$ cat src/rtl/siso_ctrl.sv
// Parallel-in / serial-out frame controller with hold/pause and a one-cycle done pulse.
// Optional even-parity trailer bit is enabled by defining SISO_CTRL_PARITY_EN.
module siso_ctrl #(
    parameter int WIDTH     = 4,
    parameter bit LSB_FIRST = 1'b0
) (
    input  logic             clk,
    input  logic             reset,
    input  logic             start,
    input  logic [WIDTH-1:0] din,
    input  logic             hold,
    output logic             sout,
    output logic             sout_valid,
    output logic             busy,
    output logic             done,
    output logic [4:0]       bit_cnt
);

    // state | meaning
    // IDLE  | waiting for start; outputs quiet
    // SHIFT | current frame bit on sout with sout_valid
    // PAUSE | hold seen; last bit kept on sout, nothing advances
    // DONE  | one-cycle done pulse before returning to IDLE
    typedef enum logic [1:0] {
        IDLE  = 2'd0,
        SHIFT = 2'd1,
        PAUSE = 2'd2,
        DONE  = 2'd3
    } state_t;

`ifdef SISO_CTRL_PARITY_EN
    localparam int FRAME_LEN = WIDTH + 1;
`else
    localparam int FRAME_LEN = WIDTH;
`endif
    localparam logic [4:0] LAST_IDX = 5'(FRAME_LEN - 1);

    state_t           state;
    state_t           state_nxt;
    logic [WIDTH-1:0] sreg;
    logic [WIDTH-1:0] sreg_shifted;
    logic             load;
    logic             advance;
    logic             head;
    logic             frame_bit;
    logic             at_last;

    assign head         = LSB_FIRST ? sreg[0] : sreg[WIDTH-1];
    assign sreg_shifted = LSB_FIRST ? (sreg >> 1) : (sreg << 1);
    assign at_last      = (bit_cnt == LAST_IDX);

`ifdef SISO_CTRL_PARITY_EN
    logic par;

    always_ff @(posedge clk or negedge reset) begin
        if (!reset) begin
            par <= 1'b0;
        end else if (load) begin
            par <= ^din;
        end
    end

    // Data bits are exhausted once bit_cnt reaches WIDTH; the trailer is the stored parity.
    assign frame_bit = (bit_cnt == 5'(WIDTH)) ? par : head;
`else
    assign frame_bit = head;
`endif

    always_ff @(posedge clk or negedge reset) begin
        if (!reset) begin
            state <= IDLE;
        end else begin
            state <= state_nxt;
        end
    end

    // A bit is consumed when leaving SHIFT or, if hold interrupted it, when leaving PAUSE.
    always_comb begin
        state_nxt  = state;
        load       = 1'b0;
        advance    = 1'b0;
        sout       = 1'b0;
        sout_valid = 1'b0;
        busy       = 1'b1;
        done       = 1'b0;
        case (state)
            IDLE: begin
                busy = 1'b0;
                if (start) begin
                    load      = 1'b1;
                    state_nxt = SHIFT;
                end
            end
            SHIFT: begin
                sout       = frame_bit;
                sout_valid = 1'b1;
                if (hold) begin
                    state_nxt = PAUSE;
                end else begin
                    advance   = 1'b1;
                    state_nxt = at_last ? DONE : SHIFT;
                end
            end
            PAUSE: begin
                sout = frame_bit;
                if (!hold) begin
                    advance   = 1'b1;
                    state_nxt = at_last ? DONE : SHIFT;
                end
            end
            DONE: begin
                done      = 1'b1;
                state_nxt = IDLE;
            end
            default: begin
                busy      = 1'b0;
                state_nxt = IDLE;
            end
        endcase
    end

    always_ff @(posedge clk or negedge reset) begin
        if (!reset) begin
            sreg    <= '0;
            bit_cnt <= 5'd0;
        end else if (load) begin
            sreg    <= din;
            bit_cnt <= 5'd0;
        end else if (advance) begin
            sreg    <= sreg_shifted;
            bit_cnt <= at_last ? 5'd0 : bit_cnt + 5'd1;
        end
    end

endmodule
$ cat config.mk
export PLATFORM = sky130hd
export DESIGN_NAME = siso_ctrl
export DESIGN_NICKNAME = d
export VERILOG_FILES = /design/src/rtl/siso_ctrl.sv
export SDC_FILE = /design/constraint.sdc
export NUM_CORES = 1
export LEC_CHECK = 0
export ABC_CLOCK_PERIOD_IN_PS = 2700
export CORE_UTILIZATION = 50
export DETAILED_ROUTE_END_ITERATION = 12
export PLACE_DENSITY = 0.92
export SLEW_MARGIN = 20
export SYNTH_ARGS = -nofsm -noshare
export SYNTH_HDL_FRONTEND = slang
export SYNTH_SLANG_ARGS = --single-unit
$ cat constraint.sdc
create_clock -name clk -period 2.7 [get_ports clk]
set_clock_uncertainty 0.1 [all_clocks]
set_input_delay 0.27 -clock clk [delete_from_list [all_inputs] [get_ports clk]]
set_output_delay 0.27 -clock clk [all_outputs]
set_load 0.01 [all_outputs]
# --- Word-level counts from Yosys, hierarchy flattened ---
# Cells that the tools add are included.
# W data, S select, Z words.
word_totals:
  regBits: 11
  inputBits: 8
  output_inout_bits: 9
  wordCells: 32
op_classes:
  add_sub_neg: 1
  eq_ne: 6
  muxes: 18
  n_reduce_logical: 4
ops:
  columns: ["op", "n"]
  rows:
  - ["$mux W5", 3]
  - ["$mux W1", 8]
  - ["$mux W2", 4]
  - ["$mux W4", 2]
  - ["$pmux W2 S4", 1]
  - ["$add A5 B1 Y5 const B", 1]
  - ["$eq A5 B2 Y1 const B", 1]
  - ["$eq A2 B2 Y1 const B", 2]
  - ["$ne A2 B2 Y1 const B", 2]
  - ["$eq A2 B1 Y1 const B", 1]
  - ["$logic_not A2 Y1", 1]
  - ["$reduce_and A2 Y1", 1]
  - ["$reduce_bool A2 Y1", 1]
  - ["$reduce_or A2 Y1", 1]

# --- Longest topological paths before layout ---
# Gate-level depths: netlist of run 1.
logic_depth:
  ltp_word: 5
  ltp_mapped: 6
  depth_no_buf: 5

# --- Worst setup path before layout of run 1 ---
# Ideal clock, no wire load.
synth_path:
  kind: "reg-to-reg"
  from: "register state[0]"
  to: "register state[0]"
  setup_ns: 0.124
  arrival_ns: 1.421
  required_ns: 2.476
  slack_ns: 1.055
  path_stages_with_launch: 6
  n_path_buf: 0
  period_less_slack_ns: 1.645
  path_cell_list: "dfrtp_1 > inv_1 > ha_1 > nor2b_4 > or3_1 > o31a_1"
synth_between:
  elab_chain_cells: 3
  elab_cells_between_ends: 8
  cone_classes: "5 x eq/ne; 1 x mux; 2 x reduce/logical"
synth_rtl:
  columns: ["element", "line", "source"]
  rows:
  - ["start: declaration", "38", "state_t state;"]
  - ["start signal: assignment", "73", "state <= state_nxt;"]
  - ["$eq A2 B2 Y1 or $logic_not A2 Y1 (tied branches)", "86", "case (state)"]
  - ["$ne A2 B2 Y1 (no line)", null, null]
  - ["$reduce_and A2 Y1 (no line)", null, null]
# Parallel ways exist; a longest one is shown, timed or not.
# A chain may end at the register's enable or synchronous reset.

# --- Worst setup path after layout of run 1 ---
layout_path:
  from: "register state[0]"
  to: "output port sout"
layout_between:
  elab_chain_cells: 3
  elab_cells_between_ends: 4
  cone_classes: "2 x eq/ne; 1 x mux; 1 x reduce/logical"
layout_rtl:
  columns: ["element", "line", "source"]
  rows:
  - ["$eq A2 B2 Y1 or $eq A2 B1 Y1 (tied branches)", "86", null]
  - ["$reduce_or A2 Y1 (no line) *", null, null]
  - ["$mux W1 *", "86", null]
  - ["end: declaration", "12", "output logic sout,"]
# Mark *: on every way between the ends. The rest lies on a longest branch, timed or not.

==> results of run 1 <==
stage by stage:
stage	hold WS, ps	cells	cell area, sq um	setup WS [ps]	utilization
final	234	101	851	492	0.726
after global routing	276	101	851	401	0.726
after CTS	257	101	851	483	0.726
after detailed placement	400	97	825	773	0.704
after global placement	388	97	825	845	0.704
after floorplan	-126	69	663	1050	-
report_power, final:
group          switching, mW  internal (mW)  leakage (nW)
logic                  0.199          0.203         0.225
registers             0.0409          0.218         0.143
clock network         0.0578         0.0571        0.0150
sequential cells by signal, summed over array words and instances, names as in the netlist:
signal	count
sreg	4
state	2
bit_cnt	5
cell type report:
cell class | count | area, sq um
Fill cell | 92 | 320
Sequential cell | 11 | 275
Timing Repair Buffer | 16 | 160
Clock buffer | 4 | 26.3
Tap cell | 14 | 17.5
Multi-Input combinational cell | 53 | 360
Inverter | 3 | 11.3
cells by family after synthesis:
kind of cell / count (synthesis)
buf+inv: 5
mux: 3
simple gates: 30
compound gates: 14
flops: 11
fa+ha+maj: 6
synthesized netlist by cell type, drive strengths merged:
master / number
a211oi: 1
a21oi: 5
and2: 3
and2b: 1
buf: 2
dfrtp: 11
ha: 6
inv: 3
mux2i: 3
nand2: 10
nand2b: 1
nand3: 2
nand3b: 1
nor2: 2
nor2b: 1
nor3: 2
nor4b: 1
o21ai: 6
o31a: 1
o31ai: 1
or3: 5
or3b: 1
final timing paths:
check / startpoint / endpoint / slack (ps)
min in group clk: sreg[0] / sreg[0] / 410
worst min register to register: sreg[0] / sreg[0] / 410
max in group asynchronous: reset / bit_cnt[0] / 1930
worst max-delay path: state[0] / sout / 490
worst min-delay path: reset / bit_cnt[2] / 230
worst max register to register: state[0] / state[0] / 900
worst max-delay path, stage by stage, from the launching register on:
cell,delay (ps)
dfrtp_1,390
inv_1,110
ha_1,380
and2_1,150
clkdlybuf4s50_1,530
metal layers:
metal  global-route usage  vias to the layer above
li1                     -                      274
met1                0.288                      250
met2                0.428                        9
met3               0.0523                        0
met4               0.0776                        0
met5                    0                        -
==> run_results.csv, run 1 <==
group,metric,value,unit
detailed_routing,drt_pre_antenna_iters,3,
critical_path,cp-end-kind,"primary output",
layout,drive_above_1_share,0.0690,
power_and_ir_drop,power_density,912,mW/mm^2
sta,period_share,0.818,
layout,mostFrequentLayoutCells,"16 x clkdlybuf4s50_1, 11 x dfrtp_1, 10 x nand2_1",
synth,yosys-mux-area-fraction,0.0453,
sta,period_needed,2210,ps
sta,max_freq,0.453,GHz
flow_run,drv_cap,0,
clocking,insertion_delay,270,ps
layout,area_growth_syn_to_layout,28.3,%
synth,syn_area,663,sq um
grt,antenna_found_initial,0,
sta,max-slew-margin-rel,0.619,
synth,synth-seq-cells,11,
detailed_routing,routedWlPerCell,13.4,um
layout,diodes,0,
grt,gr-usage-all-layers,0.242,
power_and_ir_drop,p_leak,0.383,nW
placement,dp_hpwl,1070,um
die,die_h,38.4,um
detailed_routing,met3_length,32,um
sta,final_hold_viol_count,0,
detailed_routing,drc_errors,0,
synth,avgSynthCellArea,9.61,sq um
clocking,cts_max_path_buffers,2,
grt,grt_max_degree,13,
sta,finalSetupTns,0,ps
clocking,post-cts-setup-buffers,0,
detailed_routing,vias_per_cell,5.28,
detailed_routing,routed_wl,1350,um
detailed_routing,vias,533,
synth,ys_seq_area_frac,0.415,
sta,slew_viol_final,0,
synth,synth.distinct_cells,24,
layout,nets,102,
critical_path,cp.arrival,1840,ps
clocking,clk_pin_slew_worst_paths,70,ps
synth,synth_cells,69,
synth,syn_nets,83,
critical_path,critPathMaxFanout,5,
grt,grt_pass1_wl,2390,um
critical_path,critPathRequiredTime,2330,ps
critical_path,cp-start-kind,"flip-flop",
synth,synth_top_family_by_area,"simple AND/OR/NAND/NOR gates",
grt,globalRouteOverflowTotal,0,
synth,synth_top_area_frac,0.415,
clocking,cts_hold_buf,0,
synth,synth_warnings,0,
clocking,cts_root_buf,"clkbuf_4",
die,core,0.00117,sq mm
synth,synthAdderAreaFrac,0.113,
detailed_routing,met2_wirelength,748,um
clocking,htree_levels,1,
critical_path,crit_type,"reg -> out",
die,dieArea,0.00148,sq mm
critical_path,r2r.worst_path.cells,5,
detailed_routing,drt_iter0_drc,1,
clocking,clock_sinks,11,
die,io_pins,17,
sta,setup-violations-final,0,
clocking,cts_resized,0,
grt,grt_pass1_vias,564,
power_and_ir_drop,peakVddDrop,546,uV
outcome,status,"completed",
synth,synthXorXnorAreaFrac,0,
synth,yosysTopAreaCell,"dfrtp_1",
clocking,tritoncts,"built",
detailed_routing,wl_met1,569,um
die,die_width,38.4,um
worst_hold_path,holdCritPathClass,"in -> async",
placement,place_congestion,0.718,
detailed_routing,ant_nets,0,
detailed_routing,dr.max_layer_used,"met3",
die,start_util,0.566,
placement,portBuffers,16,
synth,synth_compound_area_frac,0.119,
synth,synthSimpleGateAreaFrac,0.266,
sta,rsz0062_at_grt,"no",
sta,worst_pin_slew,564,ps
die,fp-row-count,12,
power_and_ir_drop,p_total,776,uW
layout,layout_commonest_cell,"clkdlybuf4s50_1",
clocking,cts-buffers-inserted,3,
synth,synth_area_leaders,"dfrtp_1 42%, ha_1 11%, nand2_1 5.7%",
No activity file was read; power rests on OpenSTA's default activity.
==> inputs of run 2 (changes only) <==
- ABC_CLOCK_PERIOD_IN_PS: 2700 -> 2100
- CORE_UTILIZATION: 50 -> 46
- PLACE_DENSITY: 0.92 -> 0.87
- clock period: 2.7 -> 2.1 ns (I/O delays scaled with it)
==> run 2 against run 1 <==
Sequential share of layout area decreased by 0.79 points. Via count increased by 3.6%. Worst hold slack got worse by 61 ps. Wire length decreased by 0.30%. Global-route usage decreased by 4.1 points. Non-clock buffer count increased by 1. Critical endpoint unchanged. Cell count increased by 2.0%. Combinational power increased by 39%. First-iteration DRC count increased to 12 times the previous value. Sequential cell count unchanged. Total power increased by 34%.
==> run_results.csv, run 2 (synthesis results as in run 1) <==
group,metric,value,unit
clocking,tritoncts,"built",
critical_path,r2r.worst_path.cells,5,
detailed_routing,drt_iter0_drc,12,
worst_hold_path,holdCritPathClass,"in -> async",
sta,finalSetupTns,0,ps
power_and_ir_drop,p_leak,0.388,nW
detailed_routing,drt_pre_antenna_iters,4,
grt,globalRouteOverflowTotal,0,
sta,final_hold_viol_count,0,
sta,slew_viol_final,0,
power_and_ir_drop,p_total,1.04,mW
sta,worst_pin_slew,539,ps
critical_path,worstPathBufferInverterCount,2,
grt,grt_pass1_wl,1950,um
sta,period_share,0.963,
die,start_util,0.503,
sta,period_needed,2020,ps
detailed_routing,routed_wl,1350,um
placement,portBuffers,16,
layout,reg_top3,"bit_cnt: 5 flops, sreg: 4 flops, state: 2 flops",
layout,final_core_util,0.662,
die,fp-row-count,13,
clocking,clock_sinks,11,
layout,mostFrequentLayoutCells,"16 x clkdlybuf4s50_1, 11 x dfrtp_1, 10 x nand2_1",
placement,post_dp_cell_area,826,sq um
critical_path,cp-start-kind,"flip-flop",
placement,placedCellCount,98,
layout,nets,103,
outcome,status,"completed",
layout,drive_above_1_share,0.102,
critical_path,cp.arrival,1710,ps
grt,antenna_found_initial,0,
grt,gr-usage-all-layers,0.200,
detailed_routing,ant_nets,0,
critical_path,max_stage_delay,530,ps
grt,grt_pass1_vias,452,
layout,area_growth_syn_to_layout,31.5,%
critical_path,critPathMaxFanout,5,
critical_path,crit_slowest_cell,"clkdlybuf4s50_1",
layout,finalNonFillerCells,103,
die,die_h,40.0,um
sta,timing.final.ws_setup,77.5,ps
sta,max-slew-margin-rel,0.635,
placement,place_ws,265,ps
detailed_routing,routedWlPerCell,13.1,um
detailed_routing,drc_errors,0,
sta,rsz0062_at_grt,"no",
flow_run,drv_cap,0,
layout,top_register,"bit_cnt",
clocking,cts-buffers-inserted,3,
sta,holdWs,172,ps
placement,place_congestion,0.674,
critical_path,critical_path_cell_count,4,
clocking,htree_levels,1,
critical_path,cp-end-kind,"primary output",
power_and_ir_drop,power_density,1190,mW/mm^2
detailed_routing,vias_per_cell,5.36,
grt,grt_max_degree,13,
layout,design_area,872,sq um
clocking,clk_pin_slew_worst_paths,70,ps
layout,largest_reg_flops,5,
critical_path,crit_chain,"inv_2, ha_4, and2_1, clkdlybuf4s50_1",
sta,max_freq,0.494,GHz
detailed_routing,vias,552,
die,core,0.00132,sq mm
critical_path,critPathRequiredTime,1790,ps
die,die_width,40.0,um
layout,layout_commonest_cell,"clkdlybuf4s50_1",
critical_path,critical-path-top-delay-family,"buffers and inverters",
critical_path,crit_type,"reg -> out",
clocking,cts_root_buf,"clkbuf_4",
sta,setup-violations-final,0,
die,dieArea,0.00160,sq mm
power_and_ir_drop,peakVddDrop,524,uV
clocking,cts_max_path_buffers,2,
die,io_pins,17,
layout,diodes,0,
clocking,insertion_delay,270,ps
## run 2: changes by cell type in the layout (fill, tap and decap cells not counted)
cell   before  now
inv_1       3    2
ha_4        0    1
ha_1        6    5
buf_4       0    1
inv_2       0    1
## run 2: final cells by class
class	instances	area (sq um)
Multi-Input combinational cell	53	373
Timing Repair Buffer	17	168
Tap cell	15	18.8
Inverter	3	11.3
Clock buffer	4	26.3
Fill cell	113	445
Sequential cell	11	275
## run 2: worst reg2reg max path, delay by kind of cell (launching register included)
kind	cells	cell delay, ps
AOI/OAI and AO/OA	1	290
adders and majority gates	1	190
buffers and inverters	1	150
DFF	1	400
and+or+nand+nor	2	520
## run 2: metal layers
layer	share of wire	wire length (um)	vias to the layer above	global-route usage
met5	0	0	-	0
met4	0.029	39	0	0.155
met3	0.036	49	5	0.0500
met2	0.50	679	17	0.331
met1	0.43	578	255	0.218
li1	-	-	275	-
## run 2: path summary, 6_finish.rpt
| check | from | end | slack, ps |
|---|---|---|---|
| setup / recovery | state[0] | sout | 80 |
| max in group asynchronous | reset | sreg[1] | 1390 |
| min in group clk | din[0] | sreg[0] | 360 |
| hold / removal | reset | sreg[0] | 170 |
| hold reg to reg | sreg[0] | sreg[0] | 420 |
| setup reg to reg | state[1] | state[0] | 350 |
## run 2: report_power, final
part | internal, mW | switching, mW | total, mW
logic | 0.295 | 0.263 | 0.559
registers | 0.280 | 0.0499 | 0.330
clock network | 0.0736 | 0.0767 | 0.150
## run 2: timing repair
| item | CTS | global route |
|---|---|---|
| pin swaps | 0 | 0 |
| setup endpoints to repair | 1 | 1 |
| setup buffers | 0 | 1 |
| gates cloned | 0 | 0 |
| gates resized for setup | 1 | 1 |
| endpoints found under the hold margin | 0 | 0 |
| hold buffers | 0 | 0 |
